===== src/rtl/npc_ctrl.sv =====
// Multi-cycle IF/ID/EX/MEM/WB sequencer for the NPC core with halt status and perf counters.
// Optional: define NPC_MEM_TIMEOUT_EN to halt (code 3) after TIMEOUT wait cycles in IF or MEM.
module npc_ctrl #(
  parameter int unsigned CNT_W   = 32,
  parameter int unsigned TIMEOUT = 255
) (
  input  logic             clk,
  input  logic             rst_n,
  output logic             imem_req,
  input  logic             imem_rvalid,
  output logic             dmem_req,
  output logic             dmem_we,
  input  logic             dmem_rvalid,
  input  logic             dec_rf_wen,
  input  logic             dec_dram_en,
  input  logic             dec_dram_wen,
  input  logic             dec_ebreak,
  input  logic             dec_illegal,
  output logic             ir_we,
  output logic             pc_we,
  output logic             rf_we,
  output logic [2:0]       state,
  output logic             halt,
  output logic [1:0]       halt_code,
  output logic [CNT_W-1:0] cycle_cnt,
  output logic [CNT_W-1:0] instret_cnt
);

  typedef enum logic [2:0] {
    StIdle = 3'd0,
    StIf   = 3'd1,
    StId   = 3'd2,
    StEx   = 3'd3,
    StMem  = 3'd4,
    StWb   = 3'd5,
    StHalt = 3'd6
  } state_e;

  state_e           state_q, state_d;
  logic [1:0]       halt_code_q, halt_code_d;
  logic [CNT_W-1:0] cycle_q, instret_q;
  logic             timed_out;
  logic             counting;

`ifdef NPC_MEM_TIMEOUT_EN
  localparam int unsigned WaitW = (TIMEOUT < 2) ? 1 : $clog2(TIMEOUT + 1);

  logic [WaitW-1:0] wait_q, wait_d;

  // wait_q counts wait cycles already spent; this cycle is the TIMEOUT-th one
  assign timed_out = (wait_q == WaitW'(TIMEOUT - 1));

  always_comb begin
    wait_d = '0;
    if ((state_q == StIf || state_q == StMem) && state_d == state_q) begin
      wait_d = wait_q + WaitW'(1);
    end
  end

  always_ff @(posedge clk or negedge rst_n) begin
    if (!rst_n) begin
      wait_q <= '0;
    end else begin
      wait_q <= wait_d;
    end
  end
`else
  logic unused_timeout;
  assign unused_timeout = ^TIMEOUT;
  assign timed_out      = 1'b0;
`endif

  always_comb begin
    state_d     = state_q;
    halt_code_d = halt_code_q;
    imem_req    = 1'b0;
    dmem_req    = 1'b0;
    dmem_we     = 1'b0;
    ir_we       = 1'b0;
    pc_we       = 1'b0;
    rf_we       = 1'b0;
    case (state_q)
      StIdle: state_d = StIf;
      StIf: begin
        imem_req = 1'b1;
        if (imem_rvalid) begin
          ir_we   = 1'b1;
          state_d = StId;
        end else if (timed_out) begin
          state_d     = StHalt;
          halt_code_d = 2'd3;
        end
      end
      StId: begin
        if (dec_ebreak) begin
          state_d     = StHalt;
          halt_code_d = 2'd1;
        end else if (dec_illegal) begin
          state_d     = StHalt;
          halt_code_d = 2'd2;
        end else begin
          state_d = StEx;
        end
      end
      StEx: state_d = dec_dram_en ? StMem : StWb;
      StMem: begin
        dmem_req = 1'b1;
        dmem_we  = dec_dram_wen;
        if (dmem_rvalid) begin
          state_d = StWb;
        end else if (timed_out) begin
          state_d     = StHalt;
          halt_code_d = 2'd3;
        end
      end
      StWb: begin
        pc_we   = 1'b1;
        rf_we   = dec_rf_wen;
        state_d = StIf;
      end
      StHalt: state_d = StHalt;
      default: state_d = StIdle;
    endcase
  end

  assign counting = (state_q == StIf) || (state_q == StId) || (state_q == StEx) ||
                    (state_q == StMem) || (state_q == StWb);

  always_ff @(posedge clk or negedge rst_n) begin
    if (!rst_n) begin
      state_q     <= StIdle;
      halt_code_q <= 2'd0;
      cycle_q     <= '0;
      instret_q   <= '0;
    end else begin
      state_q     <= state_d;
      halt_code_q <= halt_code_d;
      if (counting) begin
        cycle_q <= cycle_q + CNT_W'(1);
      end
      if (state_q == StWb) begin
        instret_q <= instret_q + CNT_W'(1);
      end
    end
  end

  assign state       = state_q;
  assign halt        = (state_q == StHalt);
  assign halt_code   = halt_code_q;
  assign cycle_cnt   = cycle_q;
  assign instret_cnt = instret_q;

endmodule


===== config.mk =====
export PLATFORM = sky130hd
export DESIGN_NAME = npc_ctrl
export DESIGN_NICKNAME = d
export VERILOG_FILES = /design/src/rtl/npc_ctrl.sv
export SDC_FILE = /design/constraint.sdc
export NUM_CORES = 1
export LEC_CHECK = 0
export BUFFER_PORTS_ARGS = -buffer_cell sky130_fd_sc_hd__buf_2
export CAP_MARGIN = 20
export CORE_ASPECT_RATIO = 0.5
export CORE_MARGIN = 5
export CORE_UTILIZATION = 48
export DETAILED_ROUTE_END_ITERATION = 7
export PLACE_DENSITY = 0.82
export SLEW_MARGIN = 30
export SYNTH_ARGS = -nofsm -noshare
export SYNTH_HDL_FRONTEND = slang
export SYNTH_SLANG_ARGS = --single-unit

===== constraint.sdc =====
create_clock -name clk -period 1.7 [get_ports clk]
set_clock_uncertainty 0.1 [all_clocks]
set_input_delay 0.085 -clock clk [delete_from_list [all_inputs] [get_ports clk]]
set_output_delay 0.085 -clock clk [all_outputs]
set_load 0.005 [all_outputs]

==> implementation parameters, run 1 <==
Parameter                              Value

Synth
  Biggest area contributors in the synthesized netlist    sky130_fd_sc_hd__dfrtp_1 (52%), sky130_fd_sc_hd__xnor2_1 (8.4%), sky130_fd_sc_hd__xor2_1 (7.9%)
  Largest area contributor in the synthesized netlist    sky130_fd_sc_hd__dfrtp_1
  Post-Syn Nets    307
  Top flip-flop cell by instance count after synthesis    sky130_fd_sc_hd__dfrtp_1
  Number of distinct library cells after synthesis    36
  Total of flip-flops plus latches after synthesis    69
  Number of warnings reported in the yosys synthesis log    0
  Post-synth top area share    0.518
  Mean post-synth cell area    11.3 sq um
  EDFF count, synth    0
  Share of flip-flops with an asynchronous set or reset    1.00
  Seq/Total Area, Yosys    0.518
  Post-synthesis cell area    3340 sq um
  Post-synthesis cell count    296

Floorplanning
  Num ports    85
  Placeable core region    6730 sq um
  FP Rows    21
  Die Y    68.9 um
  Overall die area    8820 sq um
  Width of the die    128 um
  Initial core utilization    0.496

Drt
  Post-route ant nets    0
  Count of routing violations after the opening detailed-route iteration    154
  Remaining DRCs    0
  Vias per Instance    5.24
  Drt total wl    8190 um
  Wire length per cell    15.4 um
  Number of search-and-repair iterations in the first detailed-routing pass    4
  Detailed-route via count    2785

Timing
  Final number of setup-violating endpoints    0
  Pin slew with the least headroom to its limit    0.495 ns
  Min Tclk post-route    1.70 ns
  Max-slew headroom    0.670
  Final total negative setup slack    0 ns
  Setup repair after global routing missed its margin    yes
  Endpoints failing hold    0
  Top achievable clock speed    0.589 GHz
  Share of the clock period used by the worst path    0.999
  Number of max-slew violations in the final report    0
  Least setup slack across all paths after layout    0.00155 ns

Clock network
  Root Buffer    sky130_fd_sc_hd__clkbuf_16
  Clock-pin slew of the registers on the worst-case setup and hold paths    0.05 ns
  Clock tree buffer depth    2
  Total clock buffers created by CTS    9
  Number of H-tree branching levels    3
  TritonCTS clock tree    built
  Clock Sinks    69
  Clock insertion delay at the later pin of the skew report    0.33 ns

Worst setup path
  Data arrival time at the worst-slack endpoint    1.51 ns
  Peak fanout along the critical path    8
  List of cells traversed by the critical path    buf_6 -> nand3b_1 -> buf_4 -> inv_4 -> and2_4 -> buf_6
  Kind of start point of the critical path    flip-flop
  Most used cell, CP    sky130_fd_sc_hd__buf_6
  Capture instance of the worst register-to-register path    cycle_cnt[10]
  Type of the worst setup path    flip-flop to primary output
  Reg2reg path depth    5
  Worst reg2reg startpoint    state[2]
  Crit path to    rf_we
  Crit. End Element    primary output
  Data required, critical path    1.51 ns
  Slowest stage delay, CP    0.39 ns
  CP startpoint    state[2]
  Internal reg-to-reg setup slack    0.02 ns
  Slowest stage cell, crit path    sky130_fd_sc_hd__dfrtp_1

Final layout
  Top library cells by usage in the layout, fill and taps aside    sky130_fd_sc_hd__buf_2 (83), sky130_fd_sc_hd__dfrtp_1 (62), sky130_fd_sc_hd__buf_4 (38)
  Area growth from synthesis to final layout    39.9%
  Count of antenna diodes in the layout    0
  Area occupied by multi-input gates    1630 sq um
  Number of filler instances in the final layout    502
  Storage cell area    1740 sq um
  # nets final    445
  Most common cell after layout, fill and taps aside    sky130_fd_sc_hd__buf_2
  Fraction of layout instances using a drive strength above 1    0.410

Power and ir drop
  Clock group share of total power    0.320
  Switching part of the total    0.302
  Total power per unit cell area    1200 nW/um^2
  Combinational group share of total power    0.310
  Cell leakage power    2.46 nW
  Peak supply drop    0.706 mV
  NetSw    0.00168 W
  Power share of the sequential group    0.370
  Internal power summed over all cells    0.00390 W

Job
  Reported max-cap violation count    0

Global route
  Gr usage total    0.187
  Pin count of the biggest net entering global routing    27
  Initial antenna violation count    0
  Vias in the first global route    2716
  Total grt overflow    0
  First-pass GRT wire length    12700 um

Hold path
  Source of the worst hold timing path    dec_dram_en
  Worst min path class    input pin to flip-flop

Place
  Final HPWL from detailed placement    5440 um
  Worst setup timing slack at the placement stage    -0.0325 ns
  Global placement routability congestion    0.865
  Number of buffers added on ports    84

Run status
  Status    finished clean
power groups by stage:
stage                     Clock (W)  Combinational (W)  Sequential, W
final                       0.00178            0.00173        0.00206
after global routing        0.00190            0.00189        0.00209
after CTS                   0.00182            0.00152        0.00204
after detailed placement          0            0.00143        0.00205
after global placement            0            0.00142        0.00204
after floorplan                   0           0.000753        0.00211
worst max-delay path: cells and delay by family, from the launching register on:
| family | cells | cell delay, ns |
|---|---|---|
| and+or+nand+nor | 2 | 0.30 |
| DFF | 1 | 0.39 |
| buffers and inverters | 4 | 0.49 |
final cells by class:
cell class / instances / share of cell area
Clock buffer: 16 / 0.0625
Multi-Input combinational cell: 212 / 0.348
Sequential cell: 69 / 0.372
Inverter: 8 / 0.00697
Tap cell: 92 / 0.0247
Timing Repair Buffer: 134 / 0.186
metal layers:
metal | wire length, um | global-route usage
met1 | 3510 | 0.226
met2 | 4130 | 0.314
met3 | 376 | 0.0600
met4 | 176 | 0.0873
met5 | 0 | 0
through the flow:
| stage | area, sq um | utilization | hold slack, ns | std cells | total power, W |
|---|---|---|---|---|---|
| CTS | 4520 | 0.672 | 0.138 | 524 | 0.00538 |
| global route | 4670 | 0.694 | 0.182 | 531 | 0.00587 |
| global placement | 4130 | 0.614 | -0.0258 | 503 | 0.00346 |
| detailed placement | 4130 | 0.614 | -0.0219 | 503 | 0.00349 |
| finish | 4670 | 0.694 | 0.154 | 531 | 0.00558 |
| floorplan | 3340 | - | -0.311 | 296 | 0.00286 |
sequential cells by signal, indices dropped and copies added, names as in the netlist:
| name | count |
|---|---|
| halt_code | 2 |
| state | 3 |
| cycle_cnt | 32 |
| instret_cnt | 32 |
synth_stat cells, drive strengths merged (2+ instances only):
library cell	number
nand2	28
nand4	20
xnor2	32
nor4	9
buf	7
inv	8
and4	8
and2	5
and3	6
a21oi	4
nand3	21
xor2	30
or3	2
ha	2
nand2b	2
nor3	15
mux2	2
nor2	15
nand4b	2
dfrtp	69
logic make-up (layout without fill, tap and decap cells):
| kind of cell | count (synthesis) | after routing | share of synthesized area |
|---|---|---|---|
| xor gates and xnor gates | 62 | 62 | 0.163 |
| and+or+nand+nor | 138 | 138 | 0.263 |
| AOI/OAI and AO/OA | 7 | 7 | 0.0143 |
| muxes | 3 | 3 | 0.00975 |
| buffers and inverters | 15 | 158 | 0.0255 |
| DFF | 69 | 69 | 0.518 |
| adders and majority gates | 2 | 2 | 0.00750 |
repair_timing:
item / in CTS / in global routing
pin swaps: 1 / 10
hold buffers: 5 / 0
endpoints found under the setup margin: 6 / 36
gates resized for setup: 8 / 25
setup buffers: 0 / 7
hold endpoints to repair: 47 / 0
worst min-delay path by stage:
stage | depth (start not counted) | endpoint
5_1_grt | 4 | state[0]
3_3_place_gp | 1 | halt_code[0]
2_1_floorplan | 0 | cycle_cnt[0]
4_1_cts | 4 | state[0]
6_report | 4 | state[0]
3_5_place_dp | 1 | halt_code[0]
Note: power is estimated with default switching activity, not from simulation.
==> run 2, diff against run 1 <==
--- a/config.mk
+++ b/config.mk
@@ -12,6 +12,7 @@
 export CORE_UTILIZATION = 48
 export DETAILED_ROUTE_END_ITERATION = 7
 export PLACE_DENSITY = 0.82
+export REMOVE_ABC_BUFFERS = 1
 export SLEW_MARGIN = 30
 export SYNTH_ARGS = -nofsm -noshare
 export SYNTH_HDL_FRONTEND = slang
==> run 2 against run 1 <==
Against the previous run:
- the flow now finishes with violations (hold timing)
- largest cell class unchanged
- worst setup slack improved by 0.0073 ns
- flip-flop and latch count unchanged
- routed wire length fell by 6.1%
- largest power group unchanged
- via count decreased by 4.1%
- global-route usage decreased by 0.50 points
- cell count is 2.4% lower
- non-clock buffer count decreased by 11
- critical path depth stayed put
- total power fell by 5.9%
- sequential power hardly changed
==> implementation parameters, run 2 (synthesized netlist as in run 1, its figures left out) <==
Parameter                              Value

Worst setup path
  List of cells traversed by the critical path    ha_2 -> nand4_1 -> nor4_4 -> buf_6 -> nand4_1 -> xnor2_1
  Peak fanout along the critical path    9
  Crit. End Element    flip-flop
  Data required, critical path    1.81 ns
  Most used cell, CP    sky130_fd_sc_hd__nand4_1
  Data arrival time at the worst-slack endpoint    1.80 ns
  Slowest stage delay, CP    0.42 ns
  Total buffers and inverters traversed by the critical path    1
  Kind of start point of the critical path    flip-flop
  Type of the worst setup path    flip-flop to flip-flop
  Cell type group with the largest total delay on the critical path    simple AND/OR/NAND/NOR gates
  Slowest stage cell, crit path    sky130_fd_sc_hd__dfrtp_1

Final layout
  Count of antenna diodes in the layout    0
  Fraction of layout instances using a drive strength above 1    0.380
  Number of filler instances in the final layout    518
  Total non-filler cell area in the finished layout    4530 sq um
  Most common cell after layout, fill and taps aside    sky130_fd_sc_hd__buf_2
  Final core utilization    0.673
  Top library cells by usage in the layout, fill and taps aside    sky130_fd_sc_hd__buf_2 (84), sky130_fd_sc_hd__dfrtp_1 (68), sky130_fd_sc_hd__xnor2_1 (32)
  Area growth from synthesis to final layout    35.7%
  # nets final    434

Timing
  Final number of setup-violating endpoints    0
  Endpoints failing hold    1
  Max-slew headroom    0.699
  Setup repair after global routing missed its margin    yes
  Pin slew with the least headroom to its limit    0.450 ns
  Share of the clock period used by the worst path    0.995
  Top achievable clock speed    0.591 GHz
  Min Tclk post-route    1.69 ns
  Number of max-slew violations in the final report    0
  Worst hold slack    -0.00159 ns
  Final total negative setup slack    0 ns

Clock network
  Clock-pin slew of the registers on the worst-case setup and hold paths    0.05 ns
  Clock insertion delay at the later pin of the skew report    0.33 ns
  Total clock buffers created by CTS    9
  Clock Sinks    69
  Number of H-tree branching levels    3
  Clock tree buffer depth    2
  Root Buffer    sky130_fd_sc_hd__clkbuf_16
  TritonCTS clock tree    built

Floorplanning
  Overall die area    8820 sq um
  Placeable core region    6730 sq um
  Initial core utilization    0.496
  Width of the die    128 um
  FP Rows    21
  Die Y    68.9 um
  Num ports    85

Power and ir drop
  Total power per unit cell area    1160 nW/um^2
  Peak supply drop    0.602 mV
  Cell leakage power    2.42 nW
  Final Power    0.00525 W

Drt
  Post-route ant nets    0
  Number of search-and-repair iterations in the first detailed-routing pass    4
  Count of routing violations after the opening detailed-route iteration    171
  Detailed-route via count    2672
  Drt total wl    7690 um
  Vias per Instance    5.16
  Wire length per cell    14.8 um
  Remaining DRCs    0

Place
  Number of buffers added on ports    84
  Final HPWL from detailed placement    5150 um
  Global placement routability congestion    0.797
  Post-place instance area    4040 sq um

Global route
  First-pass GRT wire length    12500 um
  Initial antenna violation count    0
  Gr usage total    0.182
  Pin count of the biggest net entering global routing    70
  Total grt overflow    0
  Vias in the first global route    2646

Run status
  Violations in the final reports    hold timing
  Status    finished, violations left

Hold path
  Worst min path class    input pin to flip-flop

Job
  Reported max-cap violation count    0
-- run 2: changes by cell type in the layout (fill, tap and decap cells not counted), sizes merged --
cell and change:
buf -10, dlygate4sd3 -1, clkbuf -5, clkinv +3
-- run 2: path summary, 6_finish.rpt --
path / from / cells past startpoint / slack (ns) / end
max: instret_cnt[1] / 6 / 0.009 / instret_cnt[26]
min: dmem_rvalid / 3 / -0.002 / state[0]
max reg2reg: instret_cnt[1] / 6 / 0.009 / instret_cnt[26]
min reg2reg: instret_cnt[29] / 1 / 0.38 / instret_cnt[29]
max in group asynchronous: rst_n / 3 / 1.00 / instret_cnt[6]
min in group asynchronous: rst_n / 3 / 0.19 / cycle_cnt[17]
-- run 2: what timing repair did --
action | 4_1_cts | 5_1_grt
endpoints found under the setup margin | 3 | 35
cloned | 0 | 1
hold endpoints to repair | 72 | 0
pin swaps | 0 | 16
setup buffers | 2 | 5
hold buffers | 4 | 0
resized for setup | 2 | 29
-- run 2: final cells by class --
class	count	area (sq um)	area share
clock buffers	11	233	0.0514
multi-input cells	212	1630	0.360
well taps	92	115	0.0254
clock inverters	3	15.0	0.00332
inverters	8	32.5	0.00718
repair buffers	123	774	0.171
flip-flops and latches	69	1730	0.382
-- run 2: through the flow --
step	setup WS, ns	hold slack [ns]	cells
final	0.00883	-0.00159	518
after floorplan	-0.0348	-0.311	289
after CTS	0.000439	0.00171	512
after global placement	0.0567	0.0330	492
after global routing	-0.0839	0.00625	518
after detailed placement	0.0110	0.0340	492
-- run 2: metal layers --
| layer | share of wire | track usage |
|---|---|---|
| met2 | 0.50 | 0.313 |
| met4 | 0.013 | 0.0688 |
| met3 | 0.046 | 0.0615 |
| met5 | 0 | 0 |
| met1 | 0.44 | 0.218 |
-- run 2: worst min-delay path, cell delays in order --
cell and delay [ns]:
sky130_fd_sc_hd__buf_2 0.08, sky130_fd_sc_hd__mux2i_1 0.05, sky130_fd_sc_hd__o221ai_1 0.17
-- run 2: where the power goes --
| part | switching [W] | internal, W | leakage [nW] | total, W |
|---|---|---|---|---|
| clock | 0.000633 | 0.000961 | 0.125 | 0.00159 |
| combinational | 0.000785 | 0.000814 | 1.36 | 0.00160 |
| sequential | 0.000201 | 0.00186 | 0.931 | 0.00206 |
==> run 3, diff against run 2 <==
--- a/config.mk
+++ b/config.mk
@@ -12,6 +12,7 @@
 export CORE_UTILIZATION = 48
 export DETAILED_ROUTE_END_ITERATION = 7
 export PLACE_DENSITY = 0.82
+export RECOVER_POWER = 100
 export REMOVE_ABC_BUFFERS = 1
 export SLEW_MARGIN = 30
 export SYNTH_ARGS = -nofsm -noshare
==> run 3 against run 2 <==
Against the previous run:
- the run still ends with hold timing left
- register-to-register slack hardly changed
- clock-buffer cell count did not move
- highest routed layer unchanged
- worst hold slack worse by 0.00098 ns
- core utilization fell by 0.41 points
- cell count unchanged
==> implementation parameters, run 3 (synthesized netlist as in run 1, its figures left out) <==
Parameter                              Value

Floorplanning
  Overall die area    8820 sq um
  Die Y    68.9 um
  Num ports    85
  Placeable core region    6730 sq um
  Width of the die    128 um
  Initial core utilization    0.496
  FP Rows    21

Worst setup path
  Most used cell, CP    sky130_fd_sc_hd__nand4_1
  Cell type group with the largest total delay on the critical path    simple AND/OR/NAND/NOR gates
  Peak fanout along the critical path    9
  Data arrival time at the worst-slack endpoint    1.81 ns
  Type of the worst setup path    flip-flop to flip-flop
  List of cells traversed by the critical path    ha_2 -> nand4_1 -> nor4_4 -> buf_6 -> nand4_1 -> xnor2_1
  Crit. End Element    flip-flop
  Worst reg2reg startpoint    instret_cnt[1]
  Slowest stage delay, CP    0.42 ns
  CP startpoint    instret_cnt[1]
  Kind of start point of the critical path    flip-flop
  Total buffers and inverters traversed by the critical path    1
  Data required, critical path    1.81 ns
  Slowest stage cell, crit path    sky130_fd_sc_hd__dfrtp_1

Place
  Final HPWL from detailed placement    5150 um
  Number of buffers added on ports    84
  Post-place instance area    4040 sq um
  Worst setup timing slack at the placement stage    0.0110 ns
  Global placement routability congestion    0.797

Job
  Reported max-cap violation count    0

Timing
  Share of the clock period used by the worst path    0.996
  Number of max-slew violations in the final report    0
  Pin slew with the least headroom to its limit    0.932 ns
  Setup repair after global routing missed its margin    yes
  Worst hold slack    -0.00257 ns
  Min Tclk post-route    1.69 ns
  Least setup slack across all paths after layout    0.00698 ns
  Final number of setup-violating endpoints    0
  Endpoints failing hold    1
  Top achievable clock speed    0.591 GHz
  Max-slew headroom    0.379

Clock network
  Clock tree buffer depth    2
  Number of H-tree branching levels    3
  Clock Sinks    69
  Clock-pin slew of the registers on the worst-case setup and hold paths    0.05 ns
  Clock insertion delay at the later pin of the skew report    0.33 ns
  Total clock buffers created by CTS    9
  Root Buffer    sky130_fd_sc_hd__clkbuf_16
  TritonCTS clock tree    built

Run status
  Status    finished, violations left
  Violations in the final reports    hold timing

Drt
  Drt total wl    7700 um
  Post-route ant nets    0
  Count of routing violations after the opening detailed-route iteration    171
  Number of search-and-repair iterations in the first detailed-routing pass    4
  Detailed-route via count    2679
  Vias per Instance    5.17
  Wire length per cell    14.9 um
  Remaining DRCs    0

Global route
  Pin count of the biggest net entering global routing    70
  Gr usage total    0.182
  Total grt overflow    0
  Initial antenna violation count    0
  First-pass GRT wire length    12500 um
  Vias in the first global route    2646

Power and ir drop
  Cell leakage power    2.36 nW
  Total power per unit cell area    1160 nW/um^2
  Final Power    0.00524 W
  Peak supply drop    0.602 mV

Final layout
  Number of filler instances in the final layout    530
  Total non-filler cell area in the finished layout    4500 sq um
  Top library cells by usage in the layout, fill and taps aside    sky130_fd_sc_hd__buf_2 (72), sky130_fd_sc_hd__dfrtp_1 (68), sky130_fd_sc_hd__xnor2_1 (32)
  Final core utilization    0.669
  Fraction of layout instances using a drive strength above 1    0.352
  # nets final    434
  Count of antenna diodes in the layout    0
  Most common cell after layout, fill and taps aside    sky130_fd_sc_hd__buf_2
  Area growth from synthesis to final layout    34.9%

Hold path
  Source of the worst hold timing path    dmem_rvalid
  Worst min path class    input pin to flip-flop
## run 3: path summary, 6_finish.rpt
path	end	slack [ns]	cells past startpoint
worst max-delay path	instret_cnt[26]	0.007	6
worst min-delay path	state[0]	-0.003	3
worst max register to register	instret_cnt[26]	0.007	6
max in group asynchronous	cycle_cnt[7]	0.44	3
min in group asynchronous	cycle_cnt[21]	0.43	3
worst min register to register	instret_cnt[21]	0.38	1
## run 3: stage by stage
step / setup TNS, ns / std cells / hold slack, ns
detailed placement: 0 / 492 / 0.0340
CTS: 0 / 512 / 0.00171
floorplan: -0.0639 / 289 / -0.311
global placement: 0 / 492 / 0.0330
finish: 0 / 518 / -0.00257
global route: -0.647 / 518 / 0.00625
## run 3: layer usage
layer	vias up	GRT usage	part of all wire
met1	1326	0.218	0.44
met5	-	0	0
li1	1291	-	-
met3	11	0.0615	0.047
met2	51	0.313	0.50
met4	0	0.0688	0.013
## run 3: final cells by class
type | count | area [sq um] | share of cell area
clock inverters | 3 | 15.0 | 0.00334
inverters | 8 | 32.5 | 0.00723
flip-flops and latches | 69 | 1730 | 0.384
repair buffers | 123 | 747 | 0.166
multi-input cells | 212 | 1630 | 0.362
well taps | 92 | 115 | 0.0256
clock buffers | 11 | 233 | 0.0517
## run 3: what timing repair did
action                                  4_1_cts  5_1_grt
pin swaps                                     0       16
hold endpoints to repair                     72        0
endpoints found under the setup margin        3       35
hold buffers                                  4        0
gates resized for setup                       2       29
cloned                                        0        1
setup buffers                                 2        5
## run 3: power by group
part,internal [W],switching [W]
clock,0.000961,0.000635
combinational,0.000804,0.000785
sequential,0.00186,0.000201
## run 3: worst min-delay path: cells and delay by family
kind,cells,cell delay [ns]
muxes,1,0.05
buffers and inverters,1,0.08
AOI/OAI and AO/OA,1,0.17
